`config.mk`:
```
export PLATFORM = sky130hd
export DESIGN_NAME = jk_counter_ctrl
export DESIGN_NICKNAME = d
export VERILOG_FILES = /design/src/rtl/jk_ctrl_pkg.sv /design/src/rtl/jk_cell.sv /design/src/rtl/jk_counter_ctrl.sv
export SDC_FILE = /design/constraint.sdc
export NUM_CORES = 1
export LEC_CHECK = 0
export BUFFER_PORTS_ARGS = -buffer_cell sky130_fd_sc_hd__buf_2
export CAP_MARGIN = 20
export CORE_MARGIN = 3
export CORE_UTILIZATION = 47
export DETAILED_ROUTE_END_ITERATION = 8
export GPL_TIMING_DRIVEN = 0
export PLACE_DENSITY_LB_ADDON = 0.15
export SYNTH_ARGS = -nofsm -noshare
export SYNTH_HDL_FRONTEND = slang
export SYNTH_SLANG_ARGS = --single-unit
```
`constraint.sdc`:
```
create_clock -name clk -period 1.5 [get_ports clk]
set_input_delay 0.3 -clock clk [delete_from_list [all_inputs] [get_ports clk]]
set_output_delay 0.3 -clock clk [all_outputs]
set_load 0.02 [all_outputs]
```
`src/rtl/jk_ctrl_pkg.sv`:
```
// rtl/jk_ctrl_pkg.sv - shared types, JK function codes and next-state helper for the JK counter
package jk_ctrl_pkg;

   // Controller sequencing states
   typedef enum logic [1:0] {
      IDLE = 2'b00,
      LOAD = 2'b01,
      RUN  = 2'b10,
      DONE = 2'b11
   } state_t;

   // JK function codes, written as {J,K}
   localparam logic [1:0] HOLD = 2'b00;
   localparam logic [1:0] RST  = 2'b01;
   localparam logic [1:0] SET  = 2'b10;
   localparam logic [1:0] TOG  = 2'b11;

   // Characteristic equation of a JK flip-flop
   function automatic logic jk_next(input logic q, input logic j, input logic k);
      logic nxt;
      case ({j, k})
         HOLD:    nxt = q;
         RST:     nxt = 1'b0;
         SET:     nxt = 1'b1;
         TOG:     nxt = ~q;
         default: nxt = q;
      endcase
      return nxt;
   endfunction

endpackage

```
`src/rtl/jk_cell.sv`:
```
// rtl/jk_cell.sv - single JK flip-flop with asynchronous active-high clear
module jk_cell
   import jk_ctrl_pkg::*;
(
   input  logic clk,
   input  logic reset,
   input  logic j,
   input  logic k,
   output logic q
);

   // Apply the JK function on each rising edge; reset forces the cell to 0
   always_ff @(posedge clk or posedge reset) begin
      if (reset) begin
         q <= 1'b0;
      end else begin
         q <= jk_next(q, j, k);
      end
   end

endmodule

```
`src/rtl/jk_counter_ctrl.sv`:
```
// rtl/jk_counter_ctrl.sv - load/count sequencing controller driving a bank of JK cells
module jk_counter_ctrl
   import jk_ctrl_pkg::*;
#(
   parameter int WIDTH = 4
) (
   input  logic             clk,
   input  logic             reset,
   input  logic             start,
   input  logic             dir,
   input  logic [WIDTH-1:0] load_val,
   input  logic [WIDTH-1:0] count_len,
   input  logic             pause,
   output logic [WIDTH-1:0] q,
   output logic [WIDTH-1:0] j_out,
   output logic [WIDTH-1:0] k_out,
   output logic             busy,
   output logic             done,
   output logic             tc
);

   localparam logic [WIDTH-1:0] ONE = WIDTH'(1);

   state_t           state;
   state_t           state_nxt;
   logic [WIDTH-1:0] remaining;
   logic [WIDTH-1:0] remaining_nxt;
   logic [WIDTH-1:0] load_r;
   logic [WIDTH-1:0] load_nxt;
   logic             dir_r;
   logic             dir_nxt;
   logic [WIDTH-1:0] mask;

   // The JK bank itself; the controller only ever steers J/K
   for (genvar g = 0; g < WIDTH; g++) begin : g_cell
      jk_cell u_cell (
         .clk   (clk),
         .reset (reset),
         .j     (j_out[g]),
         .k     (k_out[g]),
         .q     (q[g])
      );
   end

   // Toggle mask: bit i flips when every lower bit is at the carry (up) or borrow (down) value
   always_comb begin : toggle_mask
      logic chain;
      chain   = 1'b1;
      mask    = '0;
      mask[0] = 1'b1;
      for (int i = 1; i < WIDTH; i++) begin
         chain   = chain & (q[i-1] == dir_r);
         mask[i] = chain;
      end
   end

   // Next-state, captured-operand updates and J/K drive
   always_comb begin
      state_nxt     = state;
      remaining_nxt = remaining;
      load_nxt      = load_r;
      dir_nxt       = dir_r;
      j_out         = '0;
      k_out         = '0;
      case (state)
         IDLE: begin
            if (start) begin
               dir_nxt       = dir;
               load_nxt      = load_val;
               remaining_nxt = count_len;
               state_nxt     = LOAD;
            end
         end
         LOAD: begin
            // Per-bit forced set or clear lands load_r in the bank in one edge
            j_out     = load_r;
            k_out     = ~load_r;
            state_nxt = (remaining != '0) ? RUN : DONE;
         end
         RUN: begin
            if (!pause) begin
               j_out         = mask;
               k_out         = mask;
               remaining_nxt = remaining - ONE;
               if (remaining == ONE) begin
                  state_nxt = DONE;
               end
            end
         end
         DONE: begin
            state_nxt = IDLE;
         end
         default: begin
            state_nxt = IDLE;
         end
      endcase
   end

   // Status outputs decoded from state and the live bank value
   always_comb begin
      busy = (state != IDLE);
      done = (state == DONE);
      tc   = (state == RUN) && (dir_r ? (&q) : (~|q));
   end

   // Controller registers; an asynchronous reset aborts any sequence without a done pulse
   always_ff @(posedge clk or posedge reset) begin
      if (reset) begin
         state     <= IDLE;
         remaining <= '0;
         load_r    <= '0;
         dir_r     <= 1'b0;
      end else begin
         state     <= state_nxt;
         remaining <= remaining_nxt;
         load_r    <= load_nxt;
         dir_r     <= dir_nxt;
      end
   end

endmodule

```
Word level (Yosys, flattened, before mapping)
Cells that the tools add are included.
{"block": "totals", "ramBits": 0, "mem_bits_ro": 0, "output_inout_bits": 15, "n_memories": 0, "reg_bits": 15, "elab_cells": 69, "latch_bits": 0}
{"block": "classes", "div": 0, "mux": 16, "n_mul": 0, "bitwise_logic": 7, "n_lt_le_gt_ge": 0, "shifts": 0, "n_eq_ne": 22, "reduce_logical": 15, "addsub": 1}
{"cell": "one-hot mux 4 bit (2 select lines)", "n": 3}
{"cell": "== test 2 bit, second input constant", "n": 10}
{"cell": "two-way mux 4 bit", "n": 3}
{"cell": "one-hot mux 1 bit (3 select lines)", "n": 4}
{"cell": "== test 2 x 1 -> 1 bit, second input constant", "n": 5}
{"cell": "zero test 2 bit", "n": 5}
{"cell": "one-hot mux 2 bit (4 select lines)", "n": 1}
{"cell": "two-way mux 2 bit", "n": 3}
{"cell": "inequality test 2 bit, second input constant", "n": 3}
{"cell": "AND reduction 3 bit", "n": 2}
{"cell": "== test 4 x 1 -> 1 bit, second input constant", "n": 1}
{"cell": "NOT 1 bit", "n": 4}
{"cell": "NOT 4 bit", "n": 1}
{"cell": "AND reduction 4 bit", "n": 1}
{"cell": "nonzero test 2 bit", "n": 2}
{"cell": "nonzero test 4 bit", "n": 1}
{"cell": "OR reduction 4 bit", "n": 1}
{"cell": "subtractor 4 x 1 -> 4 bit, second input constant", "n": 1}
{"cell": "== test 1 bit", "n": 3}
{"cell": "bitwise AND 1 bit", "n": 2}
{"cell": "two-way mux 1 bit", "n": 2}
{"cell": "AND reduction 2 bit", "n": 1}
{"cell": "logical AND 1 bit", "n": 1}
{"cell": "zero test 1 bit", "n": 1}

Depth between registers and ports, before layout
Gate-level depths: netlist of the first run.
{"block": "depth", "word_depth": 7, "ltp_mapped": 8, "mapped_depth_nobuf": 6}

By module
Synthesis of the first run repeated with hierarchy kept, for this count alone.
{"block": "unflattened", "hier_cells": 105, "area_unflattened_um2": 972.2}
{"mod": "jk_counter_ctrl", "area_each_um2": 822.0, "instances": 1, "cells_each": 89, "seq_area_each_um2": 275.3}
{"mod": "jk_cell", "area_each_um2": 37.5, "instances": 4, "cells_each": 4, "seq_area_each_um2": 25.0}

Worst setup path before layout of the first run
Ideal clock, no wire load.
{"block": "synth_timing", "path_type": "register to output", "startpoint": "reg state[0]", "endpoint": "out j_out[2]", "required_time_ns": 1.200, "arrival_time_ns": 1.397, "stages_incl_launch_ff": 8, "setup_slack_ns": -0.197, "cell_sequence": "dfrtp_1 -> inv_1 -> ha_1 -> buf_2 -> and2b_1 -> o21ai_1 -> a21oi_1 -> buf_4"}
{"block": "synth_via", "elab_chain_cells": 2, "word_cells_on_any_way": 3, "classes_between": "eq/ne (2); mux (1)"}
{"element": "start, declared", "line_no": "jk_counter_ctrl.sv:24", "text": "state_t state;"}
{"element": "start signal, assigned", "line_no": "jk_counter_ctrl.sv:114", "text": "state <= state_nxt;"}
{"element": "== test 2 bit or == test 2 x 1 -> 1 bit (tied branches)", "line_no": "jk_counter_ctrl.sv:65", "text": "case (state)"}
{"element": "one-hot mux 4 bit (2 select lines) (*)", "line_no": "jk_counter_ctrl.sv:65"}
{"element": "end, declared", "line_no": "jk_counter_ctrl.sv:15", "text": "output logic [WIDTH-1:0] j_out,"}
Every way passes the cells marked *; elsewhere a longest branch is shown, timed or not.

Final worst setup path of the first run
{"block": "layout_timing", "startpoint": "reg g_cell[1].u_cell.q", "endpoint": "out k_out[2]"}
{"block": "layout_via", "elab_chain_cells": 4}
{"element": "start, declared", "line_no": "jk_cell.sv:9", "text": "output logic q"}
{"element": "start signal, assigned", "line_no": "jk_cell.sv:17", "text": "q <= jk_next(q, j, k);"}
{"element": "== test 1 bit", "line_no": "jk_counter_ctrl.sv:52", "text": "chain = chain & (q[i-1] == dir_r);"}
{"element": "bitwise AND 1 bit", "line_no": "jk_counter_ctrl.sv:52"}
{"element": "two-way mux 4 bit", "line_no": "jk_counter_ctrl.sv:81", "text": "if (!pause) begin"}
{"element": "one-hot mux 4 bit (2 select lines)", "line_no": "jk_counter_ctrl.sv:65"}
{"element": "end, declared", "line_no": "jk_counter_ctrl.sv:16", "text": "output logic [WIDTH-1:0] k_out,"}
Every way passes these cells.

==> results.cfg, run 1 <==
[run_status]
outcome = complete, but fails checks
violations = negative setup slack

[setup_path]
reg2reg_depth = 9
cp-start-kind = flop
path_class = reg2out
r2r-end = g_cell[3].u_cell.q$_DFFE_PP0P_
reg2reg_slack_ns = -0.41
arrival_ns = 1.64
required_ns = 1.20
r2r-start = state[0]$_DFFE_PP0P_
endpoint_kind = primary output
cp_max_fo = 6

[sta]
fin_crit_ns = 1.94
holdWs_ns = 0.0419
worst_pin_slew_ns = 0.598
period_share_pct = 130
rsz0062_at_grt = yes
slew_violations = 0
setup_ws_ns = -0.443
finalHoldViolCount = 0
clock_skew_ns = 0.0135
clock.fmax_ghz = 0.515
setup_tns_ns = -5.03
setup_viol = 20
relSlewSlack_pct = 60.1

[layout]
syn_to_final_growth_pct = 69.5
n_antenna_cell = 0
nFillCells = 113
fin_nets = 201
drive_gt1_share_pct = 60.0
postLayoutCellArea_um2 = 1920

[pwr]
intPower_w = 0.00271
clock_power_share_pct = 5.0
p_seq_share_pct = 18.3
p_switching_w = 0.00223
comb_power_share_pct = 76.7
peakVddDrop_uv = 2100
switching_share_pct = 45.1
leakagePower_nw = 0.838
p_per_area_nw_per_um2 = 2580

[synthesis]
yosys_register_bits = 15
ys_seq_area_share_pct = 33.2
synth_warnings = 0
netlist_area_um2 = 1130
netlist_instances = 128
ys_types = 36
avgSynthCellArea_um2 = 8.84
synth_fp_nets = 148

[drt]
drc = 0
via_count = 1154
vias_per_cell = 5.55
firstDrtPassIters = 4
postRouteAntennaNets = 0
routedWlPerCell_um = 17.7
drt_iter0_markers = 38
wirelength_um = 3670

[floorplanning]
core_um2 = 2250
dieWidth_um = 55.1
start_util_pct = 50.2
pin_count = 28
die-area_um2 = 3030
die_h_um = 55.1
rows = 17

[clock_network]
cts_root_buf = clkbuf_4
clk_latency_ns = 0.30
cts.clk_slew.worst_paths_ns = 0.10
cts_tree = done
numCtsBuffers = 3
cts_hold_buf = 0
htreeDepth = 1
cts_buffer_depth = 2
clock-sinks = 15

[place]
placed_area_um2 = 1360
portBuffers = 27
gp_congestion = 0.744
dpl.hpwl_um = 1720

[job]
drv_cap = 0

[grt]
antenna_found_initial = 0
grt_max_degree = 16
grtUsageTotal_pct = 22.3
grt_pass1_wl_um = 4700
gr-total-overflow = 0
grt_pass1_vias = 1020

[min_path]
min_path_type = in2async
critical path, cell delays in order (launching register included):
cell	delay (ns)
dfrtp_1	0.49
nor3_1	0.44
o21ai_4	0.14
a21oi_4	0.15
buf_6	0.13
what timing repair did:
action,in CTS,in global routing
resized for setup,65,23
pin swaps,17,13
setup endpoints to repair,18,24
buffers inserted,23,11
state kept, by name, indices dropped and copies added (netlist names):
signal / count
dir_r: 1
remaining: 4
state: 2
load_r: 4
g_cell.u_cell.q: 4
layer usage:
layer | up-vias | GRT usage, % | wire (µm)
li1 | 542 | - | -
met1 | 547 | 30.5 | 1530
met2 | 54 | 34.4 | 1800
met3 | 11 | 3.22 | 226
met4 | 0 | 10.5 | 120
met5 | - | 0 | 0
kinds of logic after synthesis:
group	share of synthesized area (%)
and+or+nand+nor	21.9
buffers and inverters	13.1
DFF	33.2
adders and majority gates	7.74
xor gates and xnor gates	0.774
AOI/OAI and AO/OA	16.6
muxes	6.75
cell type report:
class | count | area (µm²) | share of cell area, %
timing repair buffer | 57 | 523 | 27.3
sequential | 15 | 379 | 19.8
clock buffer | 4 | 26.3 | 1.37
multi-input combinational | 87 | 827 | 43.1
buffer | 7 | 80.1 | 4.18
inverter | 10 | 46.3 | 2.42
tap | 28 | 35.0 | 1.83
metrics by stage:
step	setup WS (ns)	utilization, %	power (W)	std cells
final	-0.443	85.0	0.00494	208
after floorplan	-0.0957	-	0.00250	128
after global routing	-0.483	85.0	0.00522	208
after detailed placement	-0.328	60.3	0.00296	183
after CTS	-0.424	78.2	0.00441	201
after global placement	-0.291	60.3	0.00291	183
worst max-delay path by stage:
stage | from | endpoint | cells after the start
floorplan | state[0]$_DFFE_PP0P_ | j_out[2] | 7
global placement | state[0]$_DFFE_PP0P_ | j_out[2] | 8
detailed placement | state[0]$_DFFE_PP0P_ | k_out[2] | 8
CTS | state[0]$_DFFE_PP0P_ | j_out[3] | 6
global route | state[0]$_DFFE_PP0P_ | k_out[2] | 6
finish | g_cell[1].u_cell.q$_DFFE_PP0P_ | k_out[2] | 4
Yosys cell counts:
library cell	count	share of area, %
and2b_1	1	0.66
nor2b_1	1	0.55
a31oi_1	3	1.7
o21ai_1	1	0.44
and2_1	1	0.55
nor3_1	1	0.44
buf_4	13	8.6
mux2_2	5	5.0
o211ai_1	2	1.3
inv_1	10	3.3
a21oi_1	9	4.0
o22a_1	1	0.77
dfrtp_1	15	33
buf_2	1	0.44
a22oi_1	1	0.66
nor4_1	1	0.55
nor3b_1	1	0.66
and3_1	2	1.1
a211oi_1	1	0.66
nand3b_1	3	2.0
nand2_1	8	2.7
o21a_1	2	1.3
and4_1	2	1.5
a311oi_1	1	0.77
ha_1	7	7.7
mux2i_1	2	1.8
clkbuf_1	2	0.66
o21ai_0	7	3.1
nor2_1	8	2.7
xor2_1	1	0.77
or3_1	4	2.2
nand4_1	2	1.1
o211ai_2	1	1.1
nor4_4	1	1.9
nand2b_1	6	3.3
o21ai_2	1	0.77
power by group through the flow:
stage	registers, W	logic [W]	clock network [W]
finish	0.000906	0.00379	0.000247
global route	0.000932	0.00402	0.000270
CTS	0.000851	0.00331	0.000247
detailed placement	0.000866	0.00209	0
global placement	0.000849	0.00206	0
floorplan	0.000807	0.00169	0
cells in the final DEF (no fill, tap or decap), types with 3 or more instances in the layout:
cell	count
nand3b_1	3
buf_4	16
nand2b_1	5
ha_4	4
ha_1	3
buf_12	3
o21ai_1	4
a21oi_4	6
buf_2	16
nor2_1	5
or3_1	4
buf_6	27
mux2_2	5
dfrtp_1	12
a31oi_1	3
clkbuf_4	3
nand2_1	6
dfrtp_2	3
inv_1	5
Power figures use the tool's default switching activity.
==> inputs of run 2 (changes only) <==
Settings changed: CORE_UTILIZATION 47 to 52.
Clock period 1.5 ns to 2.2 ns, I/O delays scaled along.
==> run 2 against run 1 <==
  * The flow now finishes without violations
  * Power fell by 47%
  * Global-route usage rose by 0.17 points
  * Cell count fell by 4.3%
  * Critical path depth rose by 3
  * Sequential share of layout area rose by 3.8 points
  * Cell area fell by 17%
  * Count of clock-buffer cells in the layout fell by 1
  * Clock power fell by 34%
  * Setup slack improved by 0.49 ns
  * Flip-flop and latch count did not move
==> results.cfg, run 2 (synthesis results as in run 1) <==
[place]
dpl_worst_slack_ns = 0.0416
dpl.hpwl_um = 1880
placed_area_um2 = 1300
portBuffers = 27
gp_congestion = 0.810

[setup_path]
endpoint_kind = primary output
arrival_ns = 1.72
required_ns = 1.76
cp-start-kind = flop
path_buf_inv = 5
cp_top_family = buffers and inverters
path_class = reg2out
crit_chain = inv_2 > buf_12 > ha_4 > clkinvlp_4 > a21oi_2 > buf_4 > buf_6
critPathSlowestCell = dfrtp_1
crit_path_start = state[0]$_DFFE_PP0P_
cp_max_fo = 6
r2r-start = state[1]$_DFFE_PP0P_
slowest_delay_ns = 0.37

[sta]
finalHoldViolCount = 0
setup_viol = 0
worst_pin_slew_ns = 0.587
fin_crit_ns = 2.16
setup_tns_ns = 0
period_share_pct = 98.1
clock.fmax_ghz = 0.463
slew_violations = 0
clock_skew_ns = 0.0125
setup_ws_ns = 0.0422
relSlewSlack_pct = 60.8

[drt]
via_count = 1102
wirelength_um = 2890
vias_per_cell = 5.54
drc = 0
routedWlPerCell_um = 14.5
postRouteAntennaNets = 0
firstDrtPassIters = 5
drt_iter0_markers = 23

[layout]
reg_top3 = g_cell.u_cell.q: 4 flops, load_r: 4 flops, remaining: 4 flops
final_common_cell = buf_4
fin_nets = 193
syn_to_final_growth_pct = 41.0
multi_input_area_um2 = 707
n_antenna_cell = 0
postLayoutCellArea_um2 = 1600
nFillCells = 131
final_cell_mix = 27 x buf_4, 20 x buf_2, 14 x dfrtp_1
regArea_um2 = 377
drive_gt1_share_pct = 51.2

[job]
drv_cap = 0

[floorplanning]
pin_count = 28
die_h_um = 52.6
start_util_pct = 56.5
dieWidth_um = 52.6
core_um2 = 2000
die-area_um2 = 2770
rows = 16

[pwr]
leakagePower_nw = 0.739
p_per_area_nw_per_um2 = 1650
peakVddDrop_uv = 1190

[clock_network]
cts_hold_buf = 0
cts_tree = done
cts.clk_slew.worst_paths_ns = 0.10
clock-sinks = 15
clk_latency_ns = 0.29
cts_buffer_depth = 2
htreeDepth = 1
numCtsBuffers = 3
cts_root_buf = clkbuf_4

[min_path]
min_path_type = in2async

[grt]
grt_pass1_wl_um = 4530
grt_max_degree = 16
gr-total-overflow = 0
grt_pass1_vias = 995
grtUsageTotal_pct = 22.5
antenna_found_initial = 0

[run_status]
outcome = finished, final reports clean
==> run 2: cell types whose count changed in the layout (fill, tap and decap cells not counted), moves of 2 or more <==
| cell | before | now |
|---|---|---|
| buf_12 | 3 | 1 |
| buf_6 | 27 | 7 |
| buf_2 | 16 | 20 |
| inv_1 | 5 | 7 |
| nor2_1 | 5 | 7 |
| a21oi_2 | 1 | 6 |
| a21oi_4 | 6 | 0 |
| o21ai_1 | 4 | 0 |
| inv_4 | 2 | 0 |
| buf_4 | 16 | 27 |
| dfrtp_1 | 12 | 14 |
| dfrtp_2 | 3 | 1 |
| o21ai_0 | 1 | 6 |
==> run 2: cell type report <==
cell class | instances | area share (%)
multi-input cells | 87 | 44.3
flip-flops and latches | 15 | 23.6
repair buffers | 45 | 20.5
plain buffers | 10 | 4.71
inverters | 10 | 2.59
well taps | 27 | 2.12
clock buffers | 3 | 1.41
repair inverters | 1 | 0.471
clock inverters | 1 | 0.314
==> run 2: metal layers <==
layer	part of all wire, %	up-vias	track usage (%)
li1	-	523	-
met1	42	526	26.3
met2	50	41	39.7
met3	5.0	12	3.42
met4	2.9	0	10.2
met5	0	-	0
==> run 2: power breakdown <==
group	internal, W	switching, W	leakage (nW)
Combinational	0.000922	0.000956	0.546
Sequential	0.000418	0.000173	0.176
Clock	0.0000676	0.0000957	0.0177
==> run 2: repair_timing <==
action,4_1_cts,5_1_grt
pin swaps,0,7
setup buffers,7,11
resized for setup,15,31
gates cloned,1,0
setup endpoints to repair,8,8
==> run 2: path summary, 6_finish.rpt <==
path / to / slack (ns) / depth (start not counted)
worst min register to register: load_r[1]$_DFFE_PP0P_ / 0.55 / 1
worst min-delay path: remaining[1]$_DFFE_PP0P_ / 0.19 / 2
min in group clk: dir_r$_DFFE_PP0P_ / 0.37 / 2
worst max-delay path: j_out[0] / 0.04 / 7
max in group asynchronous: state[1]$_DFFE_PP0P_ / 1.58 / 2
worst max register to register: state[0]$_DFFE_PP0P_ / 0.46 / 6
==> run 2: worst reg2reg max path: cells and delay by family, from the launching register on <==
kind	cells	cell delay, ns
flip-flops	1	0.46
AO/OA/AOI/OAI	3	0.64
buffers and inverters	2	0.34
adder cells (fa/ha/maj)	1	0.19
==> run 2: stage by stage <==
stage	utilization (%)	hold slack (ns)	power (W)	std cells
CTS	72.3	0.210	0.00234	193
detailed placement	64.9	0.519	0.00191	182
global route	79.7	0.252	0.00283	199
global placement	64.9	0.505	0.00184	182
finish	79.7	0.187	0.00263	199
floorplan	-	0.341	0.00158	128
==> inputs of run 3 (changes only) <==
Settings changed: CORE_UTILIZATION 52 to 50, SKIP_CTS_REPAIR_TIMING from default to 1, SYNTH_HIERARCHICAL from default to 1.
==> run 3 against run 2 <==
  * The run now ends with negative setup slack left
  * Synthesized area fell by 14%
  * Setup slack got worse by 0.10 ns
  * Register-to-register slack got worse by 0.18 ns
  * Routed wire length fell by 26%
  * Cell count fell by 16%
  * Synthesized cell count fell by 18%
  * Sequential share of layout area rose by 6.0 points
  * Count of clock-buffer cells in the layout did not move
  * Power fell by 24%
  * Combinational power fell by 33%
  * Critical path type unchanged
  * Highest routed layer unchanged
==> results.cfg, run 3 <==
[clock_network]
clock-sinks = 15
cts_root_buf = clkbuf_4
cts.clk_slew.worst_paths_ns = 0.09
cts_buffer_depth = 2
cts_tree = done
clk_latency_ns = 0.29
htreeDepth = 1
numCtsBuffers = 3

[sta]
worst_pin_slew_ns = 0.611
finalHoldViolCount = 0
clock_skew_ns = 0.00416
relSlewSlack_pct = 59.1
holdWs_ns = 0.375
rsz0062_at_grt = yes
setup_ws_ns = -0.0619
setup_tns_ns = -0.164
clock.fmax_ghz = 0.442
fin_crit_ns = 2.26
setup_viol = 3
period_share_pct = 103
slew_violations = 0

[synthesis]
avgSynthCellArea_um2 = 9.26
ys_types = 32
synthTopCellsByArea = dfrtp_1 39%, ha_1 10%, mux2_2 8.1%, a21oi_1 4.6%, inv_1 4.6%
ys_seq_area_share_pct = 38.6
synth_top_area_cell = dfrtp_1
netlist_instances = 105
synth_top_cell_area_share_pct = 38.6
synth_most_common_cell = dfrtp_1
synth_warnings = 6
ys_top_cells_by_count = 15 x dfrtp_1, 12 x inv_1, 9 x a21oi_1, 8 x ha_1, 8 x nor2_1
synth-main-ff-cell = dfrtp_1
yosys_register_bits = 15
netlist_area_um2 = 972
async_reset_ff_share_pct = 100
synth_fp_nets = 126
synth_edf_count = 0

[setup_path]
endpoint = j_out[3]
crit_chain = or4_4 > a21boi_2 > a21oi_1 > nor2b_1 > buf_4
cp_top_family = simple AND/OR/NAND/NOR gates
r2r-start = state[1]$_DFFE_PP0P_
reg2reg_depth = 6
endpoint_kind = primary output
arrival_ns = 1.82
path_buf_inv = 1
cp-start-kind = flop
crit_cells = 5
reg2reg_slack_ns = 0.28
path_class = reg2out
r2r-end = remaining[3]$_DFFE_PP0P_
required_ns = 1.76
critPathSlowestCell = or4_4
slowest_delay_ns = 0.55
cp_max_fo = 6
crit_path_start = dir_r$_DFFE_PP0P_

[place]
placed_area_um2 = 1140
portBuffers = 27
dpl.hpwl_um = 1590
gp_congestion = 0.769

[pwr]
switching_share_pct = 46.0
p_seq_share_pct = 29.3
p_switching_w = 0.000926
peakVddDrop_uv = 776
comb_power_share_pct = 62.5
p_per_area_nw_per_um2 = 1580
leakagePower_nw = 0.607
intPower_w = 0.00109
clock_power_share_pct = 8.2

[run_status]
violations = negative setup slack
outcome = complete, but fails checks

[layout]
nFillCells = 146
syn_to_final_growth_pct = 31.4
fin_nets = 164
n_antenna_cell = 0
reg_top3 = g_cell.u_cell/q: 4 flops, load_r: 4 flops, remaining: 4 flops
final_common_cell = buf_2
postLayoutCellArea_um2 = 1280
final_cell_mix = 22 x buf_2, 13 x dfrtp_1, 10 x inv_1
drive_gt1_share_pct = 41.5

[floorplanning]
die-area_um2 = 2510
rows = 15
dieWidth_um = 50.1
core_um2 = 1780
pin_count = 28
start_util_pct = 54.5
die_h_um = 50.1

[min_path]
hp-start = load_val[0]
hold_path_depth = 2
min_path_type = in2reg

[grt]
gr-total-overflow = 0
grtUsageTotal_pct = 18.4
grt_pass1_vias = 808
antenna_found_initial = 0
grt_pass1_wl_um = 3570
grt_max_degree = 12

[drt]
vias_per_cell = 5.31
drt_iter0_markers = 13
via_count = 886
wirelength_um = 2130
firstDrtPassIters = 4
postRouteAntennaNets = 0
routedWlPerCell_um = 12.8
drc = 0

[job]
drv_cap = 0
## run 3: cell count changes in the layout (fill, tap and decap cells not counted), moves of 3 or more
cell | previous run | this run
a21boi_2 | 0 | 3
o21ai_0 | 6 | 3
a21oi_2 | 6 | 0
nor2b_1 | 1 | 4
buf_6 | 7 | 3
nand3b_1 | 3 | 0
ha_4 | 3 | 0
inv_1 | 7 | 10
a21oi_1 | 3 | 9
buf_4 | 27 | 9
## run 3: routing by layer
layer  global-route usage [%]  wire length, µm  vias to the layer above
li1                         -                -                      436
met1                     24.4             1020                      425
met2                     28.7              995                       22
met3                     4.23               99                        3
met4                     6.91               22                        0
met5                        0                0                        -
## run 3: worst reg2reg max path: cells and delay by family, from the launching register on
| kind | cells | cell delay [ns] |
|---|---|---|
| AOI/OAI and AO/OA | 2 | 0.79 |
| DFF | 1 | 0.45 |
| buffers and inverters | 2 | 0.26 |
| adders and majority gates | 1 | 0.20 |
| and+or+nand+nor | 1 | 0.11 |
## run 3: cell families after synthesis
| group | after synthesis | share of synthesized area [%] |
|---|---|---|
| AND/OR/NAND/NOR | 33 | 18.0 |
| AO/OA/AOI/OAI | 27 | 18.4 |
| flip-flops | 15 | 38.6 |
| buffers and inverters | 14 | 5.66 |
| adder cells (fa/ha/maj) | 8 | 10.3 |
| multiplexers | 7 | 8.11 |
| XOR/XNOR | 1 | 0.901 |
## run 3: stage by stage
step	std cells	utilization, %	worst slack [ns]	total power [W]
3_3_place_gp	157	63.9	-0.0391	0.00162
5_1_grt	167	71.6	-0.186	0.00219
2_1_floorplan	105	-	0.0200	0.00137
3_5_place_dp	157	63.9	-0.112	0.00166
6_report	167	71.6	-0.0619	0.00201
4_1_cts	161	65.4	-0.449	0.00183
## run 3: worst min path at each step
stage,end
2_1_floorplan,g_cell[0].u_cell/q$_DFFE_PP0P_
3_3_place_gp,g_cell[2].u_cell/q$_DFFE_PP0P_
3_5_place_dp,g_cell[1].u_cell/q$_DFFE_PP0P_
4_1_cts,g_cell[1].u_cell/q$_DFFE_PP0P_
5_1_grt,load_r[1]$_DFFE_PP0P_
6_report,load_r[0]$_DFFE_PP0P_
## run 3: layout make-up
cell class / instances / area, µm² / area share [%]
buffer: 2 / 18.8 / 1.47
clock buffer: 3 / 22.5 / 1.76
clock inverter: 1 / 5.00 / 0.392
inverter: 12 / 45.0 / 3.53
multi-input combinational: 76 / 574 / 45.0
sequential: 15 / 378 / 29.6
tap: 25 / 31.3 / 2.45
timing repair buffer: 33 / 203 / 15.9
## run 3: power by group through the flow
| stage | Sequential (W) | Clock (W) | Combinational (W) |
|---|---|---|---|
| detailed placement | 0.000585 | 0 | 0.00107 |
| finish | 0.000590 | 0.000165 | 0.00126 |
| global placement | 0.000573 | 0 | 0.00105 |
| CTS | 0.000578 | 0.000170 | 0.00108 |
| floorplan | 0.000590 | 0 | 0.000775 |
| global route | 0.000615 | 0.000186 | 0.00139 |
